File: src/rtl/emul_pkg.sv
// Shared constants for the elementwise-multiply job sequencer: lane count,
// FSM state encoding and the float constants used by the test bench.
package emul_pkg;

  localparam int LANES = 4;

  typedef logic [2:0] state_t;

  localparam logic [2:0] ST_IDLE = 3'd0;
  localparam logic [2:0] ST_RD   = 3'd1;
  localparam logic [2:0] ST_OP   = 3'd2;
  localparam logic [2:0] ST_WR   = 3'd3;
  localparam logic [2:0] ST_DONE = 3'd4;

  localparam logic [31:0] FP32_ONE = 32'h3F800000;
  localparam logic [31:0] FP32_TWO = 32'h40000000;

endpackage

File: src/rtl/emul_lane_mask.sv
// Lane-enable mask for one word: all lanes on, except on the last word of a
// job whose element count is not a multiple of four.
module emul_lane_mask
  import emul_pkg::*;
(
  input  logic [1:0]       rem,
  input  logic             last,
  output logic [LANES-1:0] mask
);

  logic partial;

  assign partial = last && (rem != 2'd0);

  generate
    for (genvar gi = 0; gi < LANES; gi++) begin : g_lane
      assign mask[gi] = !partial || (2'(gi) < rem);
    end
  endgenerate

endmodule

File: src/rtl/emul_job_ctrl.sv
// Job sequencer: reads operand words, feeds the external 4-lane multiplier
// and writes the masked products to result memory, one word per RD/OP/WR pass.
module emul_job_ctrl
  import emul_pkg::*;
#(
  parameter int DATA_WIDTH = 32,
  parameter int ADDR_WIDTH = 8,
  parameter int CNT_WIDTH  = ADDR_WIDTH + 2
) (
  input  logic                    clk,
  input  logic                    rst_n,
  input  logic                    start,
  input  logic [ADDR_WIDTH-1:0]   a_base,
  input  logic [ADDR_WIDTH-1:0]   b_base,
  input  logic [ADDR_WIDTH-1:0]   r_base,
  input  logic [CNT_WIDTH-1:0]    elem_count,
  output logic                    rd_en,
  output logic [ADDR_WIDTH-1:0]   rd_addr_a,
  output logic [ADDR_WIDTH-1:0]   rd_addr_b,
  input  logic [4*DATA_WIDTH-1:0] rd_data_a,
  input  logic [4*DATA_WIDTH-1:0] rd_data_b,
  output logic [4*DATA_WIDTH-1:0] mul_a,
  output logic [4*DATA_WIDTH-1:0] mul_b,
  input  logic [4*DATA_WIDTH-1:0] mul_result,
  output logic                    wr_en,
  input  logic                    wr_ready,
  output logic [ADDR_WIDTH-1:0]   wr_addr,
  output logic [4*DATA_WIDTH-1:0] wr_data,
  output logic [3:0]              wr_lane_en,
  output logic                    busy,
  output logic                    done
);

  localparam int WW = LANES * DATA_WIDTH;

  state_t                  state_reg, state_next;
  logic [ADDR_WIDTH-1:0]   a_base_reg, b_base_reg, r_base_reg;
  logic [ADDR_WIDTH-1:0]   last_w_reg, w_reg;
  logic [1:0]              rem_reg;
  logic [WW-1:0]           mul_a_reg, mul_b_reg;
  logic [CNT_WIDTH-1:0]    count_m1;
  logic                    last_word;
  logic [LANES-1:0]        lane_mask;
  logic [WW-1:0]           lane_bits;
  logic                    accept;

  assign accept    = (state_reg == ST_IDLE) && start;
  assign count_m1  = elem_count - 1'b1;
  assign last_word = (w_reg == last_w_reg);

  emul_lane_mask u_lane_mask (
    .rem  (rem_reg),
    .last (last_word),
    .mask (lane_mask)
  );

  // Widen the per-lane mask to a full-word bit mask.
  generate
    for (genvar gi = 0; gi < LANES; gi++) begin : g_bits
      assign lane_bits[gi*DATA_WIDTH +: DATA_WIDTH] = {DATA_WIDTH{lane_mask[gi]}};
    end
  endgenerate

  always_comb begin
    state_next = state_reg;
    case (state_reg)
      ST_IDLE: if (start) state_next = (elem_count == '0) ? ST_DONE : ST_RD;
      ST_RD:   state_next = ST_OP;
      ST_OP:   state_next = ST_WR;
      ST_WR:   if (wr_ready) state_next = last_word ? ST_DONE : ST_RD;
      ST_DONE: state_next = ST_IDLE;
      default: state_next = ST_IDLE;
    endcase
  end

  always_ff @(posedge clk or negedge rst_n) begin
    if (!rst_n) begin
      state_reg  <= ST_IDLE;
      a_base_reg <= '0;
      b_base_reg <= '0;
      r_base_reg <= '0;
      last_w_reg <= '0;
      w_reg      <= '0;
      rem_reg    <= '0;
      mul_a_reg  <= '0;
      mul_b_reg  <= '0;
    end else begin
      state_reg <= state_next;
      if (accept) begin
        a_base_reg <= a_base;
        b_base_reg <= b_base;
        r_base_reg <= r_base;
        // Index of the final word is (count-1)/4; unused for a zero count.
        last_w_reg <= count_m1[CNT_WIDTH-1:2];
        rem_reg    <= elem_count[1:0];
        w_reg      <= '0;
      end
      // Zeroing idle lanes at the operands keeps the multiplier output clean too.
      if (state_reg == ST_OP) begin
        mul_a_reg <= rd_data_a & lane_bits;
        mul_b_reg <= rd_data_b & lane_bits;
      end
      if ((state_reg == ST_WR) && wr_ready && !last_word) begin
        w_reg <= w_reg + 1'b1;
      end
    end
  end

  assign rd_en      = (state_reg == ST_RD);
  assign rd_addr_a  = rd_en ? a_base_reg + w_reg : '0;
  assign rd_addr_b  = rd_en ? b_base_reg + w_reg : '0;
  assign mul_a      = mul_a_reg;
  assign mul_b      = mul_b_reg;
  assign wr_en      = (state_reg == ST_WR);
  assign wr_addr    = wr_en ? r_base_reg + w_reg : '0;
  assign wr_data    = wr_en ? (mul_result & lane_bits) : '0;
  assign wr_lane_en = wr_en ? lane_mask : 4'h0;
  assign busy       = (state_reg != ST_IDLE);
  assign done       = (state_reg == ST_DONE);

endmodule

File: config.mk
export PLATFORM = sky130hd
export DESIGN_NAME = emul_job_ctrl
export DESIGN_NICKNAME = d
export VERILOG_FILES = /design/src/rtl/emul_pkg.sv /design/src/rtl/emul_lane_mask.sv /design/src/rtl/emul_job_ctrl.sv
export SDC_FILE = /design/constraint.sdc
export NUM_CORES = 1
export LEC_CHECK = 0
export ABC_CLOCK_PERIOD_IN_PS = 2000
export BUFFER_PORTS_ARGS = -buffer_cell sky130_fd_sc_hd__buf_4
export CORE_AREA = 2 2 327 329
export DETAILED_ROUTE_END_ITERATION = 6
export DIE_AREA = 0 0 329 331
export SETUP_SLACK_MARGIN = 0.05
export SYNTH_ARGS = -nofsm -noshare
export SYNTH_HDL_FRONTEND = slang
export SYNTH_SLANG_ARGS = --single-unit
export TNS_END_PERCENT = 50
File: constraint.sdc
create_clock -name clk -period 2 [get_ports clk]
set_clock_uncertainty 0.2 [all_clocks]
set_input_delay 0.2 -clock clk [delete_from_list [all_inputs] [get_ports clk]]
set_output_delay 0.2 -clock clk [all_outputs]
set_load 0.02 [all_outputs]
==> results by stage, run 1 <==
Run status:
- The run finished, with violations left.
- The final reports fail on setup timing.

Pwr:
- The power density normalized to cell area is 1720 nW/um^2.
- The worst vdd rail ir drop is around 1 mV.
- The cell leakage power is approximately 14 nW.

Routing:
- The length of the first detailed-routing pass in iterations is 5.
- Using the TritonRoute via totals, the vias-per-cell ratio works out to 3.86.
- The number of remaining DRC errors is 0.
- Dividing the detail-routed wire length by the instance count gives approximately 23 um.
- The via count of the routed design is about 15,000.
- The final layout contains routed wiring with a total length of 87.0 mm.
- The violation count after the first detailed-route iteration is roughly 640.
- The count of nets left with antenna violations after detail routing is 0.

Critical path:
- The register-to-register setup slack is -250 ps.
- STA classifies the critical path startpoint as a flop.
- The endpoint of the most critical register-to-register path is mul_b[123].
- The cell occurring most often along the worst timing path is sky130_fd_sc_hd__buf_6.
- The startpoint identified for the worst register-to-register timing path is w_reg[0].
- The combined buffer and inverter count along the critical path is 5.
- STA puts the critical path data required time at ~1600 ps.
- The depth of the most critical reg-to-reg path is 9.
- Data on the critical path arrives at its endpoint at ~2400 ps.
- Walking the worst path, the cells encountered are xnor2_2 > and4_4 > buf_6 > a31oi_4 > buf_6 > buf_12 > buf_12 > and2_4 > buf_6.
- The type of element capturing the critical path is an output port.
- The largest single stage delay on the critical path is a little under 500 ps.
- The maximum fanout count along the critical path is 9.
- The kind of cell with the highest combined delay along the critical path is buffers and inverters.
- By startpoint and endpoint, the worst setup path is classified as flop to output port.
- The slowest stage of the critical path belongs to the cell sky130_fd_sc_hd__dfrtp_2.

GRT:
- The met1 layer usage reported by global route is between 15 and 20%.
- The wire length of the first global-routing pass is about 110 mm.
- The number of antenna violations at the first check in global routing was 22.
- The met3 demand-to-capacity share in global routing is 5.79%.
- The number of global-route vias before repair came to between 10,000 and 15,000.
- The layer flagged by global routing as most heavily used is met2.
- The pin count of the biggest net entering global routing is 65.
- For this run, global-route usage on met2 was measured as approximately 24%.
- The global-route congestion overflow total is 0.
- The total routing usage reported by global routing is between 10 and 15%.

Yosys:
- The cell taking the most area after synthesis is sky130_fd_sc_hd__dfrtp_1.
- The proportion of synthesized chip area in sequential cells is roughly 56%.
- After synthesis the cells add up to ~13,000 um^2.
- The post-synthesis area per instance is approximately 13 um^2.
- Counting every instance in the synthesized netlist gives ~1,100.
- Of the post-synthesis cell area, the dominant cell type holds a little under three fifths.
- Synthesis produced a netlist with a net count of roughly 1,500.
- The number of enable flip-flop cells after synthesis is 0.
- The commonest register cell after synthesis is sky130_fd_sc_hd__dfrtp_1.
- The share of flip-flops with an asynchronous set or reset is 100%.
- After synthesis, the netlist uses 60 different library cells.
- By area the synthesized netlist is led by sky130_fd_sc_hd__dfrtp_1, sky130_fd_sc_hd__a22o_1, sky130_fd_sc_hd__mux2_2.
- The total number of yosys warnings is 0.
- By count the netlist is led by sky130_fd_sc_hd__dfrtp_1, sky130_fd_sc_hd__a22o_1, sky130_fd_sc_hd__and2_1.
- The flip-flop and latch count after synthesis is approximately 300.
- In the post-synthesis netlist, the cell with the most instances is sky130_fd_sc_hd__dfrtp_1.

Hold path:
- The end point of the worst hold path is mul_a[87].
- The worst hold path cell count is 3.
- The class of the tightest hold or removal check is primary input to flop.
- The start point of the worst min-delay path is rd_data_a[87].

STA:
- The max-slew violation count is 0.
- The number of endpoints with negative hold slack in the final report is 0.
- The clock period minus final worst setup slack is 2830 ps.
- Setup violations remaining at the end of the flow were counted as 460.
- The pin slew with the least headroom to its limit is ~510 ps.
- Setup repair after global routing could not meet its margin everywhere.
- The final hold slack is ~170 ps.
- Headroom to the max-slew limit came out at approximately 66%.
- The highest clock frequency the design can meet is roughly 0.35 GHz.
- In the finished design, the share of the clock period the worst path needs comes to 141%.
- After layout, the worst setup slack is -826 ps.

Clock tree:
- The root buffer cell chosen for the clock tree is sky130_fd_sc_hd__clkbuf_16.
- Clock-pin slew was measured on the worst setup and hold paths at 60 ps.
- The number of clock sinks is 301.
- In this run, CTS created clock tree buffers numbering 39.
- The insertion delay to the later sink of the worst-skew pair is 590 ps.
- The H-tree depth reported by CTS is 2.
- The CTS tree is done.
- Counting along the longest clock path gives a buffer depth of 3.

Die:
- The chip width is between 300 and 400 um.
- The die is roughly 330 um tall.
- The total I/O pin count is between 800 and 900.
- The placeable core region is 105,000 um^2.
- The die covers around 110,000 um^2.
- The initialized floorplan defines roughly 120 standard-cell rows.
- The initial utilization of the core area, before any placement, comes to 12.8%.

Cells and area:
- Summing all flip-flop and latch instances after layout gives ~7500 um^2.
- The area added between synthesis and finish is 119%.
- The net count of the finished layout is between 2,000 and 3,000.
- The area of combinational cells with multiple inputs is approximately 6300 um^2.
- Of the cells placed in the final design, the portion with a size suffix greater than 1 is about three fifths.
- At the end of the flow the core is filled with cells to between 20 and 30%.
- The layout has between 10,000 and 15,000 filler cells.
- The final cell count without fillers is between 3,000 and 4,000.

Flow run:
- The count of maximum capacitance violations is 0.

Placement:
- Buffers placed on the I/O ports in this run total 837.
- The total placed cells including tap cells is 3,335.
- The post-place setup slack is -314 ps.
- The estimated wirelength of the detail-placed design is 65.0 mm.
- At the end of routability-driven placement, the weighted congestion stood at a little under 0.9.
==> tightest hold or removal path: stages <==
cell and delay [ps]:
sky130_fd_sc_hd__dlygate4sd3_1 520, sky130_fd_sc_hd__buf_4 100, sky130_fd_sc_hd__a22o_1 110
==> placed cells by master (no fill, tap or decap), types with 7 or more instances in the layout <==
master and instances:
sky130_fd_sc_hd__buf_8 26, sky130_fd_sc_hd__buf_12 42, sky130_fd_sc_hd__dlygate4sd3_1 295, sky130_fd_sc_hd__clkinv_2 7
sky130_fd_sc_hd__and2_4 95, sky130_fd_sc_hd__mux2_2 90, sky130_fd_sc_hd__xnor2_2 8, sky130_fd_sc_hd__ha_4 18
sky130_fd_sc_hd__nor2_1 16, sky130_fd_sc_hd__clkbuf_8 11, sky130_fd_sc_hd__clkbuf_16 50, sky130_fd_sc_hd__xnor2_1 9
sky130_fd_sc_hd__diode_2 9, sky130_fd_sc_hd__o21ai_0 11, sky130_fd_sc_hd__inv_1 12, sky130_fd_sc_hd__nand3_1 7
sky130_fd_sc_hd__buf_6 143, sky130_fd_sc_hd__and2_2 36, sky130_fd_sc_hd__a22o_1 192, sky130_fd_sc_hd__dfrtp_1 294
sky130_fd_sc_hd__dfrtp_2 7, sky130_fd_sc_hd__nand2_1 25, sky130_fd_sc_hd__buf_16 7, sky130_fd_sc_hd__buf_4 816
==> cell type report <==
class                      instances  area share (%)
clock inverter                    16           0.736
multi-input combinational        662            21.4
clock buffer                      53            3.87
sequential                       301            25.6
timing repair buffer            1342            42.2
tap                             1391            5.92
antenna                            9          0.0766
inverter                          16           0.234
==> layer usage <==
layer,share of wire (%),up-vias
li1,-,6481
met1,38,7248
met2,48,750
met3,10,145
met4,4.1,20
met5,0.14,-
==> how the worst max path moves through the flow <==
stage | startpoint | endpoint | slack (ps) | cells after the start
4_1_cts | w_reg[4] | rd_addr_a[7] | -910 | 6
6_report | w_reg[0] | wr_data[122] | -830 | 9
3_3_place_gp | w_reg[2] | wr_data[66] | -310 | 7
5_1_grt | w_reg[0] | wr_data[122] | -940 | 9
3_5_place_dp | w_reg[4] | wr_data[66] | -310 | 7
2_1_floorplan | w_reg[0] | wr_addr[4] | -80 | 6
==> power breakdown <==
group | switching, mW | internal, mW | leakage (nW)
sequential | 2.22 | 9.11 | 3.66
clock | 2.92 | 4.52 | 0.675
combinational | 15.7 | 16.1 | 9.40
total | 20.9 | 29.8 | 13.7
==> repair_timing <==
item / CTS / global route
endpoints found under the hold margin: 601 / 0
pin swaps: 77 / 77
buffers inserted: 39 / 30
hold buffers: 295 / 0
endpoints found under the setup margin: 411 / 460
gates cloned: 9 / 18
gates resized for setup: 270 / 139
==> stage by stage <==
| step | instance area (um^2) | power, mW | TNS (ps) |
|---|---|---|---|
| floorplan | 13800 | 24.1 | -317 |
| global placement | 22600 | 36.4 | -53910 |
| detailed placement | 22600 | 36.6 | -65680 |
| CTS | 28400 | 48.3 | -180970 |
| global route | 29400 | 53.1 | -194120 |
| finish | 29400 | 50.6 | -158500 |
==> cells by family after synthesis <==
kind of cell	share of synthesized area, %
AO/OA/AOI/OAI	16.7
multiplexers	8.23
AND/OR/NAND/NOR	10.8
flip-flops	56.2
XOR/XNOR	1.63
adder cells (fa/ha/maj)	2.50
buffers and inverters	3.99
Power figures use the tool's default switching activity.
==> inputs of run 2 (changes only) <==
SYNTH_HIERARCHICAL = 1   (was not set)
==> run 2 against run 1 <==
Against the previous run: the flow still finishes with violations (setup timing); via count rose by 22%; die area did not move; cell count rose by 16%; design area rose by 4.5%; utilization rose by 1.3 points; flip-flop and latch count did not move; largest power group unchanged.
==> results by stage, run 2 <==
Yosys:
- Counting flops with an async set or reset pin after synthesis yields a share of 100%.
- By instance count, the leading cell after synthesis is sky130_fd_sc_hd__nand2_1.
- The post-synthesis area per instance is about 8.5 um^2.
- The area share of the largest cell type after synthesis is about 53%.
- The proportion of synthesized chip area in sequential cells is approximately 53%.
- Counting flops and latches in the post-synthesis netlist gives ~300.
- Summed over all instances, the cell type with the most area after synthesis is sky130_fd_sc_hd__dfrtp_1.
- By count the netlist is led by sky130_fd_sc_hd__nand2_1, sky130_fd_sc_hd__dfrtp_1, sky130_fd_sc_hd__o21ai_0.
- The netlist area before placement is 14,200 um^2.
- The total nets after synthesis is approximately 2,100.
- The synthesized netlist cell count is around 1,700.
- Yosys attributes the largest share of cell area to sky130_fd_sc_hd__dfrtp_1, sky130_fd_sc_hd__nand2_1, sky130_fd_sc_hd__o21ai_0.
- The number of unique standard cell types used by synthesis is 50.
- The number of enable flip-flop cells after synthesis is 0.
- For this run, the leading register cell type out of synthesis is sky130_fd_sc_hd__dfrtp_1.
- The total number of yosys warnings is 6.

Die:
- The die footprint is 109,000 um^2.
- In this run the standard cell core region covers around 100,000 um^2.
- The die is 329 um wide.
- 838 I/O pins were placed.
- The initial cell density of the core is roughly 14%.
- The site row count is roughly 120.
- The y dimension of the die is 331 um.

Critical path:
- The worst setup path is of the flop to output port kind.
- STA classifies the critical path startpoint as a flop.
- Measured in cells, the most critical reg-to-reg path has a length of 13.
- The register-to-register setup slack is -610 ps.
- The maximum fanout count along the critical path is 7.
- Data arrives at the worst endpoint at roughly 2500 ps.
- The type of element capturing the critical path is an output port.
- The beginning of the worst register-to-register path is w_reg[1].
- The data required time of the critical path is about 1600 ps.
- The endpoint of the most critical register-to-register path is mul_a[64].

Routing:
- Dividing the detail-routed wire length by the instance count gives 23.4 um.
- The detailed router placed roughly 18,000 vias in this run.
- The count of nets left with antenna violations after detail routing is 0.
- The first detailed-routing pass took 5 iterations.
- The final wirelength is 102 mm.
- In the routed design, unresolved DRC markers number 0.
- The via density per instance is 4.08.
- For this block, the initial DRC count from the detailed router was ~1,200.

Pwr:
- The power density normalized to cell area is roughly 1500 nW/um^2.
- The cell leakage power is about 15 nW.
- Power comes to 46.9 mW.
- The worst-case IR drop observed on VDD is approximately 0.92 mV.

Placement:
- Routability-driven placement finished with a final weighted congestion of ~0.96.
- The estimated wirelength of the detail-placed design is 77.6 mm.
- The total placed cells including tap cells is 3,918.
- The count of buffers added on input and output ports is 837.

Cells and area:
- The area occupied by registers is roughly 7500 um^2.
- The most common library cell in the layout ignoring fill and taps is sky130_fd_sc_hd__buf_4.
- Leaving out filler cells and counting taps, the final layout contains roughly 4,400.
- The final layout contains 3,387 nets.
- In the layout the commonest cells are sky130_fd_sc_hd__buf_4, sky130_fd_sc_hd__nand2_1, sky130_fd_sc_hd__dfrtp_1.
- The area of combinational cells with multiple inputs is 7280 um^2.
- The area growth from synthesis to layout is 116%.
- The layout filler cell count is roughly 11,000.
- The fraction of layout instances using a drive strength above 1 is a little under half.

STA:
- The number of endpoints failing setup at the final stage is 445.
- Counting I/O delays and the setup requirement, the final critical path takes approximately 3000 ps.
- The number of endpoints with negative hold slack in the final report came to 0.
- The max-slew violation count was 0.
- The final critical path takes up 146% of the cycle.
- Setup repair after global routing could not meet its margin everywhere.
- Across all setup checks in the final design, the least slack found is -916 ps.
- Based on the critical path, the design can be clocked at up to ~0.34 GHz.

Clock tree:
- The number of clock sinks is about 300.
- The clock buffer count from CTS is 39.
- The CTS tree is done.
- The clock-pin transition on the worst setup and hold timing paths is 60 ps.
- The clock passes through at most 3 buffers.
- The H-tree generated during clock tree synthesis spans 2 levels.
- The root buffer cell chosen for the clock tree is sky130_fd_sc_hd__clkbuf_16.
- The later pin in the worst-skew pair is clocked with a latency of around 600 ps.

Run status:
- The run finished, with violations left.
- The final reports fail on setup timing.

GRT:
- The pin count of the biggest net entering global routing is 98.
- Global routing used between 10% and 20% of the available tracks.
- The number of global-route vias before repair was 17,596.
- The first global-routing pass estimated between 100 and 150 mm of wire.
- The global-route congestion overflow total is 0.
- The number of antenna violations at the first check in global routing was 46.

Flow run:
- Max-cap violations in this run came to 0.

Hold path:
- The min-delay analysis places its worst path in the category primary input to asynchronous set/reset pin.
## run 2: changes by cell type in the layout (fill, tap and decap cells not counted), moves of 15 or more
cell / before / now
sky130_fd_sc_hd__and2_2: 36 / 0
sky130_fd_sc_hd__o21ai_1: 3 / 68
sky130_fd_sc_hd__o21ai_0: 11 / 199
sky130_fd_sc_hd__a22o_1: 192 / 0
sky130_fd_sc_hd__nand2_1: 25 / 590
sky130_fd_sc_hd__and2_4: 95 / 8
sky130_fd_sc_hd__and3_1: 2 / 19
sky130_fd_sc_hd__and3_4: 0 / 108
sky130_fd_sc_hd__buf_16: 7 / 22
sky130_fd_sc_hd__mux2_2: 90 / 0
sky130_fd_sc_hd__nand2_2: 2 / 29
## run 2: how the worst max path moves through the flow
stage,from,endpoint,depth (start not counted)
floorplan,w_reg[5],wr_data[127],10
global placement,w_reg[1],wr_addr[5],7
detailed placement,w_reg[1],wr_addr[5],7
CTS,w_reg[0],rd_addr_b[4],8
global route,w_reg[0],rd_addr_b[4],8
finish,w_reg[0],rd_addr_b[4],8
## run 2: what timing repair did
item | CTS | global route
resized for setup | 280 | 134
setup endpoints to repair | 387 | 456
hold buffers | 294 | 0
hold endpoints to repair | 596 | 0
pin swaps | 32 | 45
cloned | 29 | 6
buffers inserted | 28 | 21
## run 2: stage by stage
step	hold WS [ps]	util [%]	setup WS (ps)	instance area (um^2)	setup TNS [ps]
final	152	29.3	-916	30800	-213350
after global routing	120	29.3	-972	30700	-248370
after CTS	101	28.6	-908	30000	-210160
after detailed placement	-52.3	22.6	-348	23700	-66340
after global placement	-53.8	22.6	-334	23700	-65210
after floorplan	-296	-	-180	14900	-14020
## run 2: logic make-up after synthesis
| family | share of synthesized area, % |
|---|---|
| AOI/OAI and AO/OA | 12.3 |
| xor gates and xnor gates | 1.54 |
| adders and majority gates | 2.36 |
| buffers and inverters | 4.31 |
| DFF | 53.0 |
| muxes | 0.564 |
| other | 0.0264 |
| and+or+nand+nor | 25.9 |
## run 2: metal layers
| layer | routed length [um] | GRT usage (%) | vias to the layer above | share of wire (%) |
|---|---|---|---|---|
| li1 | - | - | 8139 | - |
| met1 | 40800 | 21.5 | 8473 | 40 |
| met2 | 45900 | 27.8 | 971 | 45 |
| met3 | 10600 | 6.58 | 259 | 10 |
| met4 | 4860 | 7.56 | 44 | 4.7 |
| met5 | 302 | 0 | - | 0.29 |
## run 2: where the power goes
group	switching, mW	total [mW]	leakage [nW]	internal, mW
registers	2.06	11.1	3.76	9.03
clock network	2.90	6.93	0.606	4.02
logic	15.2	28.9	10.7	13.7
## run 2: area by class of cell
class	count	area share [%]
timing repair buffer	1356	41.6
sequential	301	24.5
multi-input combinational	1224	23.7
tap	1391	5.66
clock buffer	57	3.66
clock inverter	11	0.309
inverter	16	0.305
antenna	22	0.179
timing repair inverter	2	0.151
## run 2: critical path: stages (launching register included)
cell                      delay, ps
sky130_fd_sc_hd__dfrtp_2        410
sky130_fd_sc_hd__buf_12         150
sky130_fd_sc_hd__ha_4           170
sky130_fd_sc_hd__fa_2           370
sky130_fd_sc_hd__a21o_1         210
sky130_fd_sc_hd__a21oi_4        190
sky130_fd_sc_hd__xnor2_2         90
sky130_fd_sc_hd__nor2_2         180
sky130_fd_sc_hd__buf_6          150
